## src/rtl/level_seq_pkg.sv

```systemverilog
// +--------------------------------------------------------------------------+
// | level_seq_pkg : shared state encoding for the multi-level sequencer      |
// | Revision      : 1.0                                                      |
// +--------------------------------------------------------------------------+
`default_nettype none

package level_seq_pkg;

  // 2'd3 is never produced; the top recovers it to ST_IDLE.
  typedef enum logic [1:0] {
    ST_IDLE = 2'd0,
    ST_RUN  = 2'd1,
    ST_DONE = 2'd2
  } st_t;

endpackage

`default_nettype wire

```

## src/rtl/level_seq_pick.sv

```systemverilog
// +--------------------------------------------------------------------------+
// | level_seq_pick : finds the lowest enabled level above cur_idx            |
// | Revision       : 1.0                                                     |
// +--------------------------------------------------------------------------+
`default_nettype none

module level_seq_pick #(
  parameter int NUM_LVL = 4,
  parameter int IDX_W   = $clog2(NUM_LVL)
) (
  input  logic [NUM_LVL-1:0] mask,
  input  logic [IDX_W-1:0]   cur_idx,
  input  logic               first,
  output logic               found,
  output logic [IDX_W-1:0]   nxt_idx
);

  // Scanning high to low lets the lowest qualifying bit overwrite the rest.
  always_comb begin
    found   = 1'b0;
    nxt_idx = '0;
    for (int i = NUM_LVL - 1; i >= 0; i--) begin
      if (mask[i] && (first || (IDX_W'(i) > cur_idx))) begin
        found   = 1'b1;
        nxt_idx = IDX_W'(i);
      end
    end
  end

endmodule

`default_nettype wire

```

## src/rtl/level_seq.sv

```systemverilog
// +--------------------------------------------------------------------------+
// | level_seq : walks enabled levels in ascending order with per-level dwell |
// | Revision  : 1.0                                                          |
// +--------------------------------------------------------------------------+
`default_nettype none

module level_seq
  import level_seq_pkg::*;
#(
  parameter int NUM_LVL = 4,
  parameter int CNT_W   = 8,
  parameter int IDX_W   = $clog2(NUM_LVL)
) (
  input  logic                     clk,
  input  logic                     rst_n,
  input  logic                     clken,
  input  logic                     start,
  input  logic                     abort,
  input  logic [NUM_LVL-1:0]       lvl_en,
  input  logic [NUM_LVL*CNT_W-1:0] lvl_len,
  output logic                     busy,
  output logic [NUM_LVL-1:0]       lvl_act,
  output logic [IDX_W-1:0]         lvl_idx,
  output logic [CNT_W-1:0]         cnt,
  output logic                     done,
  output logic                     aborted
);

  st_t                     state_q, state_d;
  logic [NUM_LVL-1:0]       en_q, en_d;
  logic [NUM_LVL*CNT_W-1:0] len_q, len_d;
  logic [IDX_W-1:0]         idx_q, idx_d;
  logic [CNT_W-1:0]         cnt_q, cnt_d;
  logic                     aborted_q, aborted_d;

  logic                     in_idle;
  logic [NUM_LVL-1:0]       pick_mask;
  logic                     pick_found;
  logic [IDX_W-1:0]         pick_idx;
  logic [CNT_W-1:0]         cap_len [NUM_LVL];
  logic [CNT_W-1:0]         run_len [NUM_LVL];

  generate
    for (genvar k = 0; k < NUM_LVL; k++) begin : g_len
      assign cap_len[k] = lvl_len[k*CNT_W +: CNT_W];
      assign run_len[k] = len_q[k*CNT_W +: CNT_W];
    end
  endgenerate

  // In IDLE the search runs on the live mask so the first level is known at start.
  assign in_idle   = (state_q == ST_IDLE);
  assign pick_mask = in_idle ? lvl_en : en_q;

  level_seq_pick #(
    .NUM_LVL (NUM_LVL),
    .IDX_W   (IDX_W)
  ) u_pick (
    .mask    (pick_mask),
    .cur_idx (idx_q),
    .first   (in_idle),
    .found   (pick_found),
    .nxt_idx (pick_idx)
  );

  always_comb begin
    state_d   = state_q;
    en_d      = en_q;
    len_d     = len_q;
    idx_d     = idx_q;
    cnt_d     = cnt_q;
    aborted_d = aborted_q;
    if (clken) begin
      aborted_d = 1'b0;
      case (state_q)
        ST_IDLE: begin
          if (start) begin
            en_d  = lvl_en;
            len_d = lvl_len;
            if (pick_found) begin
              state_d = ST_RUN;
              idx_d   = pick_idx;
              cnt_d   = cap_len[pick_idx];
            end else begin
              state_d = ST_DONE;
              idx_d   = '0;
              cnt_d   = '0;
            end
          end
        end
        ST_RUN: begin
          if (abort) begin
            state_d   = ST_IDLE;
            idx_d     = '0;
            cnt_d     = '0;
            aborted_d = 1'b1;
          end else if (cnt_q != '0) begin
            cnt_d = cnt_q - CNT_W'(1);
          end else if (pick_found) begin
            idx_d = pick_idx;
            cnt_d = run_len[pick_idx];
          end else begin
            state_d = ST_DONE;
            idx_d   = '0;
          end
        end
        ST_DONE: begin
          state_d   = ST_IDLE;
          cnt_d     = '0;
          aborted_d = abort;
        end
        default: begin
          state_d = ST_IDLE;
          idx_d   = '0;
          cnt_d   = '0;
        end
      endcase
    end
  end

  always_ff @(posedge clk) begin
    if (!rst_n) begin
      state_q   <= ST_IDLE;
      en_q      <= '0;
      len_q     <= '0;
      idx_q     <= '0;
      cnt_q     <= '0;
      aborted_q <= 1'b0;
    end else begin
      state_q   <= state_d;
      en_q      <= en_d;
      len_q     <= len_d;
      idx_q     <= idx_d;
      cnt_q     <= cnt_d;
      aborted_q <= aborted_d;
    end
  end

  assign busy    = (state_q == ST_RUN);
  assign done    = (state_q == ST_DONE);
  assign lvl_idx = busy ? idx_q : '0;
  assign lvl_act = busy ? (NUM_LVL'(1) << idx_q) : '0;
  assign cnt     = cnt_q;
  assign aborted = aborted_q;

endmodule

`default_nettype wire

```

## config.mk

```make
export PLATFORM = sky130hd
export DESIGN_NAME = level_seq
export DESIGN_NICKNAME = d
export VERILOG_FILES = /design/src/rtl/level_seq_pkg.sv /design/src/rtl/level_seq_pick.sv /design/src/rtl/level_seq.sv
export SDC_FILE = /design/constraint.sdc
export NUM_CORES = 1
export LEC_CHECK = 0
export BUFFER_PORTS_ARGS = -buffer_cell sky130_fd_sc_hd__buf_2
export CAP_MARGIN = 10
export CORE_ASPECT_RATIO = 0.75
export CORE_MARGIN = 4
export CORE_UTILIZATION = 45
export CTS_CLUSTER_DIAMETER = 200
export CTS_CLUSTER_SIZE = 16
export DETAILED_ROUTE_END_ITERATION = 8
export PLACE_DENSITY = 0.71
export SLEW_MARGIN = 20
export SYNTH_ARGS = -nofsm -noshare
export SYNTH_HDL_FRONTEND = slang
export SYNTH_SLANG_ARGS = --single-unit
```

## constraint.sdc

```tcl
create_clock -name clk -period 2.8 [get_ports clk]
set_input_delay 0.42 -clock clk [delete_from_list [all_inputs] [get_ports clk]]
set_output_delay 0.42 -clock clk [all_outputs]
set_load 0.02 [all_outputs]
```

==> impl_results.md <==
* Die extent in x at around 100 µm
* Final WL at about 9000 µm
* Detailed Routing Iterations Pass 1 at 6
* GRT Util Overall at 23.3%
* Clk network pwr share at 29.9%
* Clk_lat worst skew at 0.32 ns
* Worst EP required at 2.97 ns
* Wire per inst at about 18 µm
* Row cnt at 24
* Switch share at roughly a third
* Clock skew at 0.0128 ns
* CTS root buf: clkbuf_8
* Drt via density at 5.98
* Logic gate share of total power at a little over a quarter
* Commonest non-fill, non-tap cell in the layout: nand2_1
* Vias in the first global route at 2715
* Final setup viols at 0
* Worst Tran Pin Value at 0.812 ns
* Final-report max-slew violation count at 0
* Class of the worst hold path: primary input to flop
* Area leader, netlist: dfxtp_1
* I/O Buffers at 57
* Share of cells above drive strength 1 at 23.1%
* Die ar. at 7670 µm²
* Register area share after synthesis at 34.5%
* Worst vdd ir at 0.271 mV
* Period utilization at around 91%
* Iter 0 DRT Violations at roughly 310
* Psw at 0.610 mW
* Clock transition at path regs at 0.10 ns
* Worst setup SP type: flop
* Gpl congestion at 0.931
* Final Hold Viols at 0
* Worst Path Class, Setup: flop to flop
* Cells after synthesis at around 370
* Part of the power in registers at 42.7%
* Die Y at 76.8 µm
* Initial antenna violation count at 0
* Max-cap violations at 0
* Top post-synthesis cells by area: dfxtp_1 (35%), nand2_1 (13%), a21oi_1 (8.6%)
* Fmax at 392 MHz
* Starting Density at 47.6%
* Number of synthesized flops with an enable pin at 0
* Syn Std Cell Area at 2840 µm²
* Setup TNS at 0 ns
* Total gr overflow at 0
* # nets final at 478
* Synth warn at 0
* Critical Path Fanout Max at 8
* Most frequent cells in the layout: nand2_1 (99), buf_2 (57), dfxtp_1 (49)
* Layout area overhead at 18.3%
* CTS sink count at a little under 50
* Minimum clock period at 2.55 ns
* Worst EP arrival at 2.72 ns
* Via Count at 3048
* ANT cells at 0
* Count of unique library cells instantiated by Yosys at 63
* Static Leak at 1.37 nW
* Largest net degree at the start of global routing at 47
* Avg Inst Size Synth at 7.62 µm²
* Clock buffer depth at 2
* CTS Hold Bufs at 0
* Main synth FF type: dfxtp_1
* CTS Buf Count at 5
* Synth Register Bits at 49
* Internal power at between 1 and 1.5 mW
* Number of remaining DRC errors at 0
* CTS H-tree depth at 2
* Status: finished, final reports clean
* Post-route ant nets at 0
* Pwr Density at about 540 nW/µm²
* Unrepaired setup endpoints after global routing: false
* IO Pins at 58
* HPWL after DPL at 6760 µm
* Async S/R FF share, synth at 0%
* Core area at between 5000 and 6000 µm²
* Post-Syn Nets at 420
* CTS tree: done
* Slew headroom at 45.8%
* Worst setup EP type: flop
* Share of the synthesized area in the top cell type at 34.5%
* Global-route wire length before repair at 14300 µm
* Finished Core Util at 56.3%
* Fin Hold WS at approximately 0.34 ns
==> synthesized netlist by cell type (4+ instances only) <==
| library cell | instances |
|---|---|
| mux2i_1 | 5 |
| nand3_1 | 4 |
| a21oi_1 | 49 |
| a22oi_1 | 11 |
| ha_1 | 6 |
| clkbuf_1 | 14 |
| or3_1 | 5 |
| nand2_1 | 99 |
| o21ai_0 | 16 |
| nand2b_1 | 5 |
| a221oi_1 | 5 |
| inv_1 | 7 |
| nor2b_1 | 5 |
| nor2_1 | 16 |
| dfxtp_1 | 49 |
| o22ai_1 | 5 |
==> power groups by stage <==
stage                     Combinational, mW  Clock (mW)  Sequential, mW
after floorplan                       0.317           0           0.781
after global placement                0.468           0           0.786
after detailed placement              0.473           0           0.787
after CTS                             0.475       0.554           0.770
after global routing                  0.539       0.588           0.776
final                                 0.493       0.540           0.771
==> worst max-delay path, stage by stage (launching register included) <==
cell,delay (ns)
dfxtp_1,0.34
inv_1,0.12
ha_2,0.34
mux2_4,0.35
a222oi_1,0.46
nor2_1,0.18
o221a_1,0.27
o31ai_1,0.25
a21oi_1,0.10
==> timing repair <==
action,in CTS,in global routing
gates resized for setup,0,3
buffers inserted,0,3
setup endpoints to repair,0,6
==> state kept, by name (all words and copies together) (netlist names) <==
name     cells
len_q       32
en_q         4
state_q      2
idx_q        2
aborted      1
cnt          8
==> metal layers <==
metal / vias to the layer above / GRT usage (%) / share of wire, %
met5: - / 0 / 0
met4: 0 / 6.14 / 1.4
met3: 12 / 6.17 / 12
met2: 177 / 30.9 / 41
met1: 1403 / 36.3 / 46
li1: 1456 / - / -
==> cell type report <==
| type | count | area, µm² |
|---|---|---|
| clock inverters | 3 | 47.5 |
| repair buffers | 70 | 383 |
| inverters | 8 | 30.0 |
| flip-flops and latches | 49 | 981 |
| fillers | 574 | 2610 |
| clock buffers | 5 | 68.8 |
| well taps | 78 | 97.6 |
| multi-input cells | 297 | 1760 |
==> path summary, 6_finish.rpt <==
kind / from / slack, ns / endpoint / cells after the start
worst min register to register: len_q[14] / 0.46 / len_q[14] / 2
worst max-delay path: state_q[0] / 0.25 / cnt[5] / 8
worst min-delay path: lvl_len[4] / 0.34 / len_q[4] / 3
worst max register to register: state_q[0] / 0.25 / cnt[5] / 8
==> logic make-up (layout without fill, tap and decap cells) <==
| logic type | count (synthesis) | in the layout | share of synthesized area (%) |
|---|---|---|---|
| AOI/OAI and AO/OA | 124 | 124 | 29.4 |
| xor gates and xnor gates | 1 | 1 | 0.308 |
| adders and majority gates | 6 | 6 | 2.64 |
| buffers and inverters | 27 | 86 | 4.05 |
| DFF | 49 | 49 | 34.5 |
| muxes | 10 | 10 | 4.14 |
| and+or+nand+nor | 156 | 156 | 24.9 |
==> stage by stage <==
| stage | total power, mW | std cells | instance area, µm² | setup slack, ns |
|---|---|---|---|---|
| 2_1_floorplan | 1.10 | 373 | 2840 | 0.554 |
| 3_3_place_gp | 1.25 | 499 | 3220 | 0.283 |
| 3_5_place_dp | 1.26 | 499 | 3220 | 0.175 |
| 4_1_cts | 1.80 | 507 | 3330 | 0.139 |
| 5_1_grt | 1.90 | 510 | 3360 | 0.0488 |
| 6_report | 1.80 | 510 | 3360 | 0.247 |
Note: power is estimated with default switching activity, not from simulation.
